$ cat config.mk
export PLATFORM = sky130hd
export DESIGN_NAME = mdu_div_iter_flat
export DESIGN_NICKNAME = d
export VERILOG_FILES = /design/src/rtl/mdu_div_iter_if.sv /design/src/rtl/mdu_div_iter.sv /design/src/flat_wrapper.sv
export SDC_FILE = /design/constraint.sdc
export NUM_CORES = 1
export LEC_CHECK = 0
export CELL_PAD_IN_SITES_DETAIL_PLACEMENT = 1
export CELL_PAD_IN_SITES_GLOBAL_PLACEMENT = 2
export CORE_MARGIN = 8
export CORE_UTILIZATION = 30
export CTS_BUF_LIST = sky130_fd_sc_hd__clkbuf_4 sky130_fd_sc_hd__clkbuf_8 sky130_fd_sc_hd__clkbuf_16
export DETAILED_ROUTE_END_ITERATION = 7
export PLACE_DENSITY = 0.8
export SYNTH_ARGS = -nofsm -noshare
export SYNTH_HDL_FRONTEND = slang
export SYNTH_SLANG_ARGS = --single-unit
$ cat constraint.sdc
create_clock -name clock -period 6 [get_ports clock]
set_input_delay 1.2 -clock clock [delete_from_list [all_inputs] [get_ports clock]]
set_output_delay 1.2 -clock clock [all_outputs]
set_load 0.02 [all_outputs]
$ cat src/rtl/mdu_div_iter_if.sv
// mdu_div_iter_if: request/result bundle between the execute stage and the
// iterative divider.
//   master: div_valid, div_signed, dividend, divisor, cancel (drives)
//   slave : div_ready, div_busy, div_complete, div_hi, div_low (drives)
interface mdu_div_iter_if #(
  parameter int WIDTH = 32
);
  logic             div_valid;
  logic             div_signed;
  logic [WIDTH-1:0] dividend;
  logic [WIDTH-1:0] divisor;
  logic             cancel;
  logic             div_ready;
  logic             div_busy;
  logic             div_complete;
  logic [WIDTH-1:0] div_hi;
  logic [WIDTH-1:0] div_low;

  modport master (
    output div_valid, div_signed, dividend, divisor, cancel,
    input  div_ready, div_busy, div_complete, div_hi, div_low
  );

  modport slave (
    input  div_valid, div_signed, dividend, divisor, cancel,
    output div_ready, div_busy, div_complete, div_hi, div_low
  );
endinterface

$ cat src/rtl/mdu_div_iter.sv
// mdu_div_iter: iterative radix-2 restoring divider for MIPS DIV/DIVU.
// One quotient bit per cycle; HI = remainder, LO = quotient, held until the
// next completed divide.
// Ports:
//   clock - system clock (posedge)
//   reset - synchronous active-high reset
//   bus   - mdu_div_iter_if.slave (request, cancel, ready/busy/complete, HI/LO)
// Optional build macro: DIV_ZERO_FAST_EN - divisor==0 completes in one cycle.
module mdu_div_iter #(
  parameter int WIDTH = 32
) (
  input  logic          clock,
  input  logic          reset,
  mdu_div_iter_if.slave bus
);

  localparam int CW = $clog2(WIDTH) + 1;
  localparam logic [CW-1:0] LAST = CW'(WIDTH - 1);

  typedef enum logic [1:0] {IDLE, BUSY, DONE} state_t;

  state_t           state_q, state_d;
  logic [WIDTH-1:0] rem_q, rem_d;
  logic [WIDTH-1:0] quo_q, quo_d;
  logic [WIDTH-1:0] dsr_q, dsr_d;
  logic [WIDTH-1:0] hi_q, hi_d;
  logic [WIDTH-1:0] lo_q, lo_d;
  logic             neg_quo_q, neg_quo_d;
  logic             neg_rem_q, neg_rem_d;
  logic [CW-1:0]    cnt_q, cnt_d;
  logic             ready_q, ready_d;
  logic             busy_q, busy_d;
  logic             done_q, done_d;

  logic             accept;
  logic [WIDTH:0]   shifted;
  logic [WIDTH:0]   trial;
  logic [WIDTH-1:0] rem_next;
  logic [WIDTH-1:0] quo_next;

  always_comb begin
    accept = bus.div_valid & ready_q & ~bus.cancel;

    // Invariant rem < divisor keeps |trial| below 2^WIDTH, so bit WIDTH is the sign.
    shifted  = {rem_q, quo_q[WIDTH-1]};
    trial    = shifted - {1'b0, dsr_q};
    rem_next = trial[WIDTH] ? shifted[WIDTH-1:0] : trial[WIDTH-1:0];
    quo_next = {quo_q[WIDTH-2:0], ~trial[WIDTH]};

    state_d   = state_q;
    rem_d     = rem_q;
    quo_d     = quo_q;
    dsr_d     = dsr_q;
    hi_d      = hi_q;
    lo_d      = lo_q;
    neg_quo_d = neg_quo_q;
    neg_rem_d = neg_rem_q;
    cnt_d     = cnt_q;

    unique case (state_q)
      IDLE: begin
        if (accept) begin
`ifdef DIV_ZERO_FAST_EN
          if (bus.divisor == '0) begin
            state_d = DONE;
            hi_d    = bus.dividend;
            lo_d    = (bus.div_signed & bus.dividend[WIDTH-1]) ? WIDTH'(1) : '1;
          end else
`endif
          begin
            state_d   = BUSY;
            quo_d     = (bus.div_signed & bus.dividend[WIDTH-1]) ? -bus.dividend : bus.dividend;
            dsr_d     = (bus.div_signed & bus.divisor[WIDTH-1])  ? -bus.divisor  : bus.divisor;
            neg_quo_d = bus.div_signed & (bus.dividend[WIDTH-1] ^ bus.divisor[WIDTH-1]);
            neg_rem_d = bus.div_signed & bus.dividend[WIDTH-1];
            rem_d     = '0;
            cnt_d     = '0;
          end
        end
      end
      BUSY: begin
        rem_d = rem_next;
        quo_d = quo_next;
        cnt_d = cnt_q + CW'(1);
        if (cnt_q == LAST) begin
          state_d = DONE;
          lo_d    = neg_quo_q ? -quo_next : quo_next;
          hi_d    = neg_rem_q ? -rem_next : rem_next;
        end
      end
      DONE:    state_d = IDLE;
      default: state_d = IDLE;
    endcase

    // Cancel overrides everything above, including the final HI/LO update.
    if (bus.cancel) begin
      state_d = IDLE;
      hi_d    = hi_q;
      lo_d    = lo_q;
    end

    ready_d = (state_d == IDLE);
    busy_d  = (state_d != IDLE);
    done_d  = (state_d == DONE);
  end

  always_ff @(posedge clock) begin
    if (reset) begin
      state_q   <= IDLE;
      rem_q     <= '0;
      quo_q     <= '0;
      dsr_q     <= '0;
      hi_q      <= '0;
      lo_q      <= '0;
      neg_quo_q <= 1'b0;
      neg_rem_q <= 1'b0;
      cnt_q     <= '0;
      ready_q   <= 1'b1;
      busy_q    <= 1'b0;
      done_q    <= 1'b0;
    end else begin
      state_q   <= state_d;
      rem_q     <= rem_d;
      quo_q     <= quo_d;
      dsr_q     <= dsr_d;
      hi_q      <= hi_d;
      lo_q      <= lo_d;
      neg_quo_q <= neg_quo_d;
      neg_rem_q <= neg_rem_d;
      cnt_q     <= cnt_d;
      ready_q   <= ready_d;
      busy_q    <= busy_d;
      done_q    <= done_d;
    end
  end

  assign bus.div_ready    = ready_q;
  assign bus.div_busy     = busy_q;
  assign bus.div_complete = done_q;
  assign bus.div_hi       = hi_q;
  assign bus.div_low      = lo_q;

endmodule

$ cat src/flat_wrapper.sv
// flat-port wrapper written by rule: the top's interface ports become plain ports
module mdu_div_iter_flat 
#(
  parameter int WIDTH = 32
)
  (clock, reset, bus_div_valid, bus_div_signed, bus_dividend, bus_divisor, bus_cancel, bus_div_ready, bus_div_busy, bus_div_complete, bus_div_hi, bus_div_low);
  mdu_div_iter_if #(.WIDTH(WIDTH)) bus_i ();
  input  logic clock;
  input  logic reset;
  input wire logic [$bits(bus_i.div_valid)-1:0] bus_div_valid;
  input wire logic [$bits(bus_i.div_signed)-1:0] bus_div_signed;
  input wire logic [$bits(bus_i.dividend)-1:0] bus_dividend;
  input wire logic [$bits(bus_i.divisor)-1:0] bus_divisor;
  input wire logic [$bits(bus_i.cancel)-1:0] bus_cancel;
  output wire logic [$bits(bus_i.div_ready)-1:0] bus_div_ready;
  output wire logic [$bits(bus_i.div_busy)-1:0] bus_div_busy;
  output wire logic [$bits(bus_i.div_complete)-1:0] bus_div_complete;
  output wire logic [$bits(bus_i.div_hi)-1:0] bus_div_hi;
  output wire logic [$bits(bus_i.div_low)-1:0] bus_div_low;
  assign bus_i.div_valid = bus_div_valid;
  assign bus_i.div_signed = bus_div_signed;
  assign bus_i.dividend = bus_dividend;
  assign bus_i.divisor = bus_divisor;
  assign bus_i.cancel = bus_cancel;
  assign bus_div_ready = bus_i.div_ready;
  assign bus_div_busy = bus_i.div_busy;
  assign bus_div_complete = bus_i.div_complete;
  assign bus_div_hi = bus_i.div_hi;
  assign bus_div_low = bus_i.div_low;
  mdu_div_iter #(.WIDTH(WIDTH)) u_core (.clock(clock), .reset(reset), .bus(bus_i));
endmodule
==> results of run 1 <==
## state kept, by name, summed over array words and instances (netlist names)
register and count:
u_core.bus.div_hi 32, u_core.neg_rem_q 1, u_core.bus.div_busy 1, u_core.bus.div_ready 1, u_core.quo_q 32, u_core.neg_quo_q 1, u_core.state_q 2, u_core.dsr_q 32
u_core.bus.div_low 32, u_core.rem_q 32, u_core.bus.div_complete 1, u_core.cnt_q 6
## logic make-up after synthesis
group / Yosys count
flip-flops: 173
adder cells (fa/ha/maj): 38
AND/OR/NAND/NOR: 573
XOR/XNOR: 118
multiplexers: 29
buffers and inverters: 153
AO/OA/AOI/OAI: 459
## cell type report
class	count	area [um^2]	area share
clock inverters	14	141.4	0.01022
repair buffers	150	1474	0.1066
multi-input cells	1217	7470	0.5401
flip-flops and latches	173	3463	0.2504
clock buffers	18	432.9	0.03130
inverters	56	210.2	0.01520
well taps	511	639.4	0.04623
## where the power goes
group | switching [mW] | internal [mW]
clock | 0.571 | 0.560
combinational | 0.921 | 0.474
sequential | 0.0432 | 1.18
## worst max-delay path by stage
stage | startpoint | to | depth (start not counted)
floorplan | u_core.quo_q[31] | u_core.bus.div_hi[26] | 23
global placement | u_core.quo_q[31] | u_core.bus.div_hi[26] | 19
detailed placement | u_core.quo_q[31] | u_core.bus.div_hi[28] | 19
CTS | u_core.quo_q[31] | u_core.bus.div_hi[26] | 19
global route | u_core.quo_q[31] | u_core.bus.div_hi[28] | 19
finish | u_core.quo_q[31] | u_core.bus.div_hi[26] | 21
## critical path: cells and delay by family, from the launching register on
family	cells	cell delay, ns
adders and majority gates	3	0.87
buffers and inverters	3	0.26
DFF	1	0.35
and+or+nand+nor	7	1.98
AOI/OAI and AO/OA	8	1.95
## stage by stage
| stage | cells | util | area, um^2 |
|---|---|---|---|
| after floorplan | 1543 | - | 11490 |
| after global placement | 2107 | 0.3518 | 13250 |
| after detailed placement | 2107 | 0.3518 | 13250 |
| after CTS | 2139 | 0.3671 | 13830 |
| after global routing | 2139 | 0.3672 | 13830 |
| final | 2139 | 0.3672 | 13830 |
## repair_timing
item | CTS | global route
setup endpoints to repair | 0 | 4
gates resized for setup | 0 | 1
setup buffers | 0 | 0
## routing by layer
metal / wire (um) / global-route usage / vias to the layer above
met1: 20280 / 0.2440 / 5584
met3: 1463 / 0.03180 / 48
met2: 19890 / 0.3122 / 176
met4: 762 / 0.05032 / 0
li1: - / - / 5716
met5: 0 / 0 / -
## layout by cell type (no fill, tap or decap), types with 17 or more instances in the layout
| cell type | instances |
|---|---|
| nor3_1 | 30 |
| mux2i_1 | 22 |
| inv_1 | 55 |
| nor2_1 | 175 |
| a211oi_1 | 63 |
| nor4_1 | 21 |
| xnor2_1 | 41 |
| clkdlybuf4s50_1 | 134 |
| clkbuf_16 | 17 |
| a31oi_1 | 33 |
| o31ai_1 | 18 |
| nand3_1 | 45 |
| o21ai_0 | 66 |
| dfxtp_1 | 173 |
| a22oi_1 | 34 |
| ha_1 | 37 |
| nand2_1 | 187 |
| a21oi_1 | 153 |
| xor2_1 | 77 |
==> results.toml, run 1 <==
[sta]
worst_slack_ns = 0.5007
report.final.slew_viol_count = 0
relSlewSlack = 0.3089
worst_slew_pin_slew_ns = 1.037
fin_tns_setup_ns = 0
post-route-min-period_ns = 5.499
grt_setup_unrepaired = "false"
max_freq_mhz = 181.8
period_share = 0.9166
fin_worst_skew_ns = 0.01331
finalSetupViolCount = 0
hold_slack_ns = 0.4543
finalHoldViolCount = 0

[synthesis]
avgSynthCellArea_um2 = 7.448
yosysTopAreaCellShare = 0.3014
synth_cell_types = 76
ys_ff_latch = 173
yosysSeqAreaShare = 0.3014
ys.flop_type = "dfxtp_1"
synth_warnings = 0
synth.most_common_cell = "nand2_1"
yosys.area.top_type = "dfxtp_1"
synthArstFlopShare = 0
synth.cell_area_um2 = 11490
synth_edf_count = 0
synthCells = 1543
synth_fp_nets = 1650
synthAdderAreaFrac = 0.04203
synth_area_leaders = "dfxtp_1, a21oi_1, nand2_1"
synth.area.mux_share = 0.02667
synthSimpleGateAreaFrac = 0.2315
synthTopCellsByCount = "nand2_1, nor2_1, dfxtp_1"
synth_compound_area_frac = 0.2575
yosys.area_share.xor_xnor = 0.08993
synth_top_family_by_area = "compound AO/OA/AOI/OAI gates"

[min_path]
worstHoldPathType = "flop to flop"
hp-start = "u_core.dsr_q[26]"
hold_depth = 2
hold_path_end = "u_core.dsr_q[26]"

[cells_and_area]
n_antenna_cell = 0
n_fill_cell = 4702
nets = 1722
drive_gt1_frac = 0.04730
area_growth_pct = 20.35

[critical_path]
slowest_stage = "or4_4"
path_cells = "inv_1 > ha_1 > fa_1 > nand2b_2 > a211oi_2 > o211ai_2 > a2111oi_4 > o21a_2 > nor2_4 > inv_2 > nor2_1 > a21oi_1 > ha_1 > inv_1 > nor4_1 > nand3_1 > a21oi_1 > a41oi_1 > or4_4 > or4_1 > a31oi_1"
path_max_fanout = 12
setup.worst_path.start_class = "flop"
reg2reg_slack_ns = 0.50
end_kind = "flop"
reg2regPathDepth = 21
critical_path_arrival_ns = 5.88
r2r_start = "u_core.quo_q[31]"
critical_path_class = "flop to flop"
critPathRequiredTime_ns = 6.38
r2r_end = "u_core.bus.div_hi[26]"
slowest_delay_ns = 0.66

[cts]
cts_buffers = 17
root_buffer = "clkbuf_16"
htreeDepth = 4
hold_buffers = 0
clock_latency_ns = 0.46
clk_pin_slew_ns = 0.08
clockBufferDepth = 2
cts_sinks = 173
cts_tree = "done"

[grt]
grt_use_total = 0.1863
grt_max_degree = 94
antenna_found_initial = 1
grt.overflow.total = 0
grt_pass1_wl_um = 66410
grt_pass1_vias = 11720

[pwr]
power_mw = 3.754
irDropWorstVdd_uv = 212.7
leakage_nw = 4.908
pwr_density_cell_nw_per_um2 = 271.4

[floorplan]
die_x_um = 211.7
die-height_um = 211.7
die-area_um2 = 44830
std_cell_rows = 71
core-area_um2 = 37670
io-pin-count = 136
initial_core_util = 0.3051

[route]
finalWirelength_um = 42390
via_per_inst = 5.388
drtIter0Drc = 693
via_count = 11520
ant_nets = 0
drc = 0
post_drt_wl_per_cell_um = 19.82
drt_pass1_iterations = 5

[place]
hpwl_um = 32550
gp_congestion = 0.8481
io_buffers = 135
dp_slack_ns = 0.4399

[outcome]
status = "finished, final reports clean"

[run]
cap_violations = 0
No activity file was read; power rests on OpenSTA's default activity.
==> inputs of run 2 (changes only) <==
--- a/config.mk
+++ b/config.mk
@@ -7,11 +7,12 @@
 export LEC_CHECK = 0
 export CELL_PAD_IN_SITES_DETAIL_PLACEMENT = 1
 export CELL_PAD_IN_SITES_GLOBAL_PLACEMENT = 2
+export CORE_ASPECT_RATIO = 0.7
 export CORE_MARGIN = 8
 export CORE_UTILIZATION = 30
 export CTS_BUF_LIST = sky130_fd_sc_hd__clkbuf_4 sky130_fd_sc_hd__clkbuf_8 sky130_fd_sc_hd__clkbuf_16
 export DETAILED_ROUTE_END_ITERATION = 7
-export PLACE_DENSITY = 0.8
+export PLACE_DENSITY_LB_ADDON = 0.1
 export SYNTH_ARGS = -nofsm -noshare
 export SYNTH_HDL_FRONTEND = slang
 export SYNTH_SLANG_ARGS = --single-unit
==> run 2 against run 1 <==
Worst setup slack gained 0.026 ns; wire length up 8.4%; utilization decreased by 0.40 points; clock-buffer cell count did not move; clock skew increased by 0.0039 ns; via count is 1.1% higher; flip-flop and latch count did not move; first-iteration DRC count rose by 4.2%; non-clock buffer count up 1; cell count shrank 0.65%; design area about the same; die area grew 0.22%; highest routed layer unchanged.
==> results.toml, run 2 (synthesis results as in run 1) <==
[outcome]
status = "finished, final reports clean"

[route]
post_drt_wl_per_cell_um = 21.63
via_count = 11650
finalWirelength_um = 45970
drt_pass1_iterations = 5
via_per_inst = 5.482
drc = 0
ant_nets = 0
drtIter0Drc = 722

[cells_and_area]
mostFrequentLayoutCells = "nand2_1, nor2_1, dfxtp_1, a21oi_1, clkdlybuf4s50_1"
final_common_cell = "nand2_1"
n_antenna_cell = 0
nets = 1723
drive_gt1_frac = 0.04850
stdcell_count = 2125
area_growth_pct = 20.28

[place]
gp_congestion = 0.8568
dp_slack_ns = 0.4490
hpwl_um = 35410
io_buffers = 135
place_inst = 2093

[critical_path]
reg2reg_slack_ns = 0.53
critical_path_arrival_ns = 5.77
reg2regPathDepth = 20
setup.worst_path.start_class = "flop"
r2r_start = "u_core.quo_q[31]"
critical_path_class = "flop to flop"
end_kind = "flop"
path_max_fanout = 9
critPathRequiredTime_ns = 6.29
r2r_end = "u_core.bus.div_hi[20]"

[sta]
post-route-min-period_ns = 5.474
grt_setup_unrepaired = "false"
max_freq_mhz = 182.7
fin_worst_skew_ns = 0.01721
relSlewSlack = 0.2519
fin_tns_setup_ns = 0
worst_slack_ns = 0.5264
report.final.slew_viol_count = 0
period_share = 0.9123
worst_slew_pin_slew_ns = 1.121
finalSetupViolCount = 0
hold_slack_ns = 0.4606
finalHoldViolCount = 0

[grt]
grt_pass1_wl_um = 71660
grt_use_total = 0.2015
grt_max_degree = 84
grt.overflow.total = 0
antenna_found_initial = 1
grt_pass1_vias = 11550

[floorplan]
core-area_um2 = 38060
die-height_um = 179.8
std_cell_rows = 60
die-area_um2 = 44930
die_x_um = 249.9
io-pin-count = 136
initial_core_util = 0.3019

[min_path]
hold_path_end = "u_core.dsr_q[22]"
worstHoldPathType = "flop to flop"
hold_depth = 2
hp-start = "u_core.dsr_q[22]"

[cts]
clockBufferDepth = 2
hold_buffers = 0
cts_tree = "done"
htreeDepth = 4
cts_buffers = 17
clock_latency_ns = 0.46
clk_pin_slew_ns = 0.09
cts_sinks = 173
root_buffer = "clkbuf_16"

[pwr]
leakage_nw = 4.918
power_mw = 3.800
irDropWorstVdd_uv = 223.3
pwr_density_cell_nw_per_um2 = 274.9

[run]
cap_violations = 0
[run 2: stage by stage]
stage	util	area, um^2
after global placement	0.3478	13240
after CTS	0.3631	13820
after floorplan	-	11490
after detailed placement	0.3478	13240
final	0.3632	13820
after global routing	0.3632	13820
[run 2: worst max-delay path, cell delays in order (launching register included)]
cell and delay (ns):
dfxtp_1 0.36, inv_1 0.06, ha_1 0.21, fa_1 0.43
nand2b_2 0.23, a211oi_2 0.32, o211ai_2 0.22, a2111oi_4 0.48
o21a_2 0.22, nor2_4 0.05, inv_2 0.13, nor2_1 0.06
a21oi_1 0.24, ha_1 0.23, inv_1 0.07, nor4_1 0.42
a41oi_1 0.32, or4_4 0.67, nor2_2 0.27, mux2i_1 0.23
a21oi_1 0.09
[run 2: area by class of cell]
class / instances / area [um^2]
fillers: 4629 / 24240
multi-input cells: 1217 / 7477
clock inverters: 14 / 143.9
clock buffers: 18 / 439.2
inverters: 56 / 210.2
well taps: 496 / 620.6
repair buffers: 151 / 1469
flip-flops and latches: 173 / 3463
[run 2: repair_timing]
action | CTS | global route
gates resized for setup | 0 | 1
setup buffers | 0 | 0
setup endpoints to repair | 0 | 2
[run 2: metal layers]
metal,up-vias,track usage,share of wire
li1,5727,-,-
met1,5682,0.3182,0.56
met2,212,0.2747,0.39
met3,29,0.03775,0.044
met4,0,0.04182,0.011
met5,-,0,0
[run 2: worst max path at each step]
stage / to / start / slack [ns]
after floorplan: u_core.bus.div_hi[26] / u_core.quo_q[31] / 0.46
after global placement: u_core.bus.div_hi[26] / u_core.quo_q[31] / 0.64
after detailed placement: u_core.bus.div_hi[20] / u_core.quo_q[31] / 0.45
after CTS: u_core.bus.div_hi[20] / u_core.quo_q[31] / 0.42
after global routing: u_core.bus.div_hi[20] / u_core.quo_q[31] / 0.07
final: u_core.bus.div_hi[20] / u_core.quo_q[31] / 0.53
[run 2: report_power, final]
group	total (mW)	leakage (nW)	switching, mW	internal (mW)
clock	1.15	0.284	0.580	0.566
sequential	1.23	1.40	0.0477	1.18
combinational	1.42	3.23	0.947	0.474
==> inputs of run 3 (changes only) <==
--- a/config.mk
+++ b/config.mk
@@ -5,9 +5,10 @@
 export SDC_FILE = /design/constraint.sdc
 export NUM_CORES = 1
 export LEC_CHECK = 0
+export ABC_AREA = 0
 export CELL_PAD_IN_SITES_DETAIL_PLACEMENT = 1
 export CELL_PAD_IN_SITES_GLOBAL_PLACEMENT = 2
-export CORE_ASPECT_RATIO = 0.7
+export CORE_ASPECT_RATIO = 1.75
 export CORE_MARGIN = 8
 export CORE_UTILIZATION = 30
 export CTS_BUF_LIST = sky130_fd_sc_hd__clkbuf_4 sky130_fd_sc_hd__clkbuf_8 sky130_fd_sc_hd__clkbuf_16
==> run 3 against run 2 <==
Design area about the same; worst hold slack worse by 0.0061 ns; sequential power about the same; critical path type unchanged; largest cell class unchanged; worst setup slack better by 0.051 ns; sequential share of layout area about the same; critical endpoint is now u_core.bus.div_hi[26].
==> results.toml, run 3 (synthesis results as in run 1) <==
[outcome]
status = "finished, final reports clean"

[cts]
hold_buffers = 0
htreeDepth = 4
clk_pin_slew_ns = 0.08
cts_tree = "done"
clockBufferDepth = 2
cts_setup_buffers = 0
root_buffer = "clkbuf_16"
clock_latency_ns = 0.47
cts_buffers = 17
cts_sinks = 173

[sta]
grt_setup_unrepaired = "false"
finalHoldViolCount = 0
period_share = 0.9038
max_freq_mhz = 184.4
worst_slew_pin_slew_ns = 0.9288
fin_tns_setup_ns = 0
relSlewSlack = 0.3751
finalSetupViolCount = 0
fin_worst_skew_ns = 0.02106
post-route-min-period_ns = 5.423
report.final.slew_viol_count = 0

[critical_path]
critical_path_arrival_ns = 5.81
r2r_start = "u_core.quo_q[31]"
critPathRequiredTime_ns = 6.39
end_kind = "flop"
r2r_end = "u_core.bus.div_hi[26]"
setup.worst_path.start_class = "flop"
critical_path_class = "flop to flop"
reg2regPathDepth = 19
path_max_fanout = 12
reg2reg_slack_ns = 0.58

[pwr]
irDropWorstVdd_uv = 164.8
pwr_density_cell_nw_per_um2 = 275.4
leakage_nw = 4.927

[grt]
grt_pass1_wl_um = 71080
grt_pass1_vias = 12460
grt_use_total = 0.2075
grt.overflow.total = 0
grt_max_degree = 164
antenna_found_initial = 1

[floorplan]
die-area_um2 = 45070
initial_core_util = 0.3012
std_cell_rows = 95
die-height_um = 274.9
core-area_um2 = 38160
die_x_um = 164.0
io-pin-count = 136

[run]
cap_violations = 0

[cells_and_area]
area_growth_pct = 20.37
final_common_cell = "nand2_1"
drive_gt1_frac = 0.04963
multi_input_area_um2 = 7470
nets = 1726
mostFrequentLayoutCells = "nand2_1, nor2_1, dfxtp_1, a21oi_1, clkdlybuf4s50_1"
seq_area_um2 = 3463
stdcell_count = 2118
n_fill_cell = 4609

[route]
via_per_inst = 5.510
drtIter0Drc = 492
via_count = 11670
finalWirelength_um = 46450
drt_pass1_iterations = 4
drc = 0
post_drt_wl_per_cell_um = 21.93
ant_nets = 0

[min_path]
hold_depth = 2
hp-start = "u_core.dsr_q[24]"
hold_path_end = "u_core.dsr_q[24]"
worstHoldPathType = "flop to flop"

[place]
io_buffers = 135
gp_congestion = 0.8464
hpwl_um = 36080
place_inst = 2085
[run 3: layout make-up]
| type | instances | share of cell area |
|---|---|---|
| antenna | 1 | 0.0001809 |
| clock buffer | 17 | 0.03075 |
| clock inverter | 15 | 0.01094 |
| inverter | 56 | 0.01520 |
| multi-input combinational | 1217 | 0.5400 |
| sequential | 173 | 0.2504 |
| tap | 485 | 0.04387 |
| timing repair buffer | 154 | 0.1087 |
[run 3: worst max path at each step]
stage	slack [ns]	startpoint	cells after the start	end
3_3_place_gp	0.56	u_core.quo_q[31]	19	u_core.bus.div_hi[26]
6_report	0.58	u_core.quo_q[31]	19	u_core.bus.div_hi[26]
3_5_place_dp	0.48	u_core.quo_q[31]	19	u_core.bus.div_hi[26]
5_1_grt	0.05	u_core.quo_q[31]	19	u_core.bus.div_hi[26]
4_1_cts	0.45	u_core.quo_q[31]	20	u_core.bus.div_hi[18]
2_1_floorplan	0.46	u_core.quo_q[31]	23	u_core.bus.div_hi[26]
[run 3: routing by layer]
metal / vias to the layer above / part of all wire / GRT usage
met1: 5696 / 0.34 / 0.1857
met2: 184 / 0.59 / 0.4332
met4: 0 / 0.044 / 0.1013
met3: 77 / 0.021 / 0.02741
met5: - / 0 / 0
li1: 5713 / - / -
[run 3: what timing repair did]
item	4_1_cts	5_1_grt
endpoints found under the setup margin	0	4
resized for setup	0	1
hold endpoints to repair	0	0
[run 3: power breakdown]
part / switching [mW] / total (mW) / internal [mW]
clock: 0.581 / 1.13 / 0.553
sequential: 0.0429 / 1.23 / 1.18
combinational: 0.967 / 1.45 / 0.480
[run 3: worst max-delay path: stages (launching register included)]
cell and delay (ns):
dfxtp_1 0.35, inv_1 0.07, ha_1 0.21, fa_1 0.43, nand2b_2 0.24, a211oi_2 0.30, o211ai_2 0.18, a2111oi_4 0.46
o21a_2 0.36, nor2_4 0.07, inv_2 0.10, nor2_1 0.05, a21oi_1 0.23, ha_1 0.23, inv_1 0.07, nor4_1 0.39
a41oi_1 0.32, or4_4 0.64, or4_1 0.49, a31oi_1 0.16
[run 3: stage by stage]
step / utilization / cell area [um^2] / hold slack [ns] / worst slack, ns / total power [mW]
floorplan: - / 11490 / 0.4319 / 0.4644 / 2.193
global placement: 0.3473 / 13250 / 0.4436 / 0.5559 / 2.698
detailed placement: 0.3473 / 13250 / 0.4493 / 0.4765 / 2.707
CTS: 0.3624 / 13830 / 0.4586 / 0.4548 / 3.858
global route: 0.3625 / 13830 / 0.4789 / 0.05241 / 4.022
finish: 0.3626 / 13830 / 0.4545 / 0.5772 / 3.810
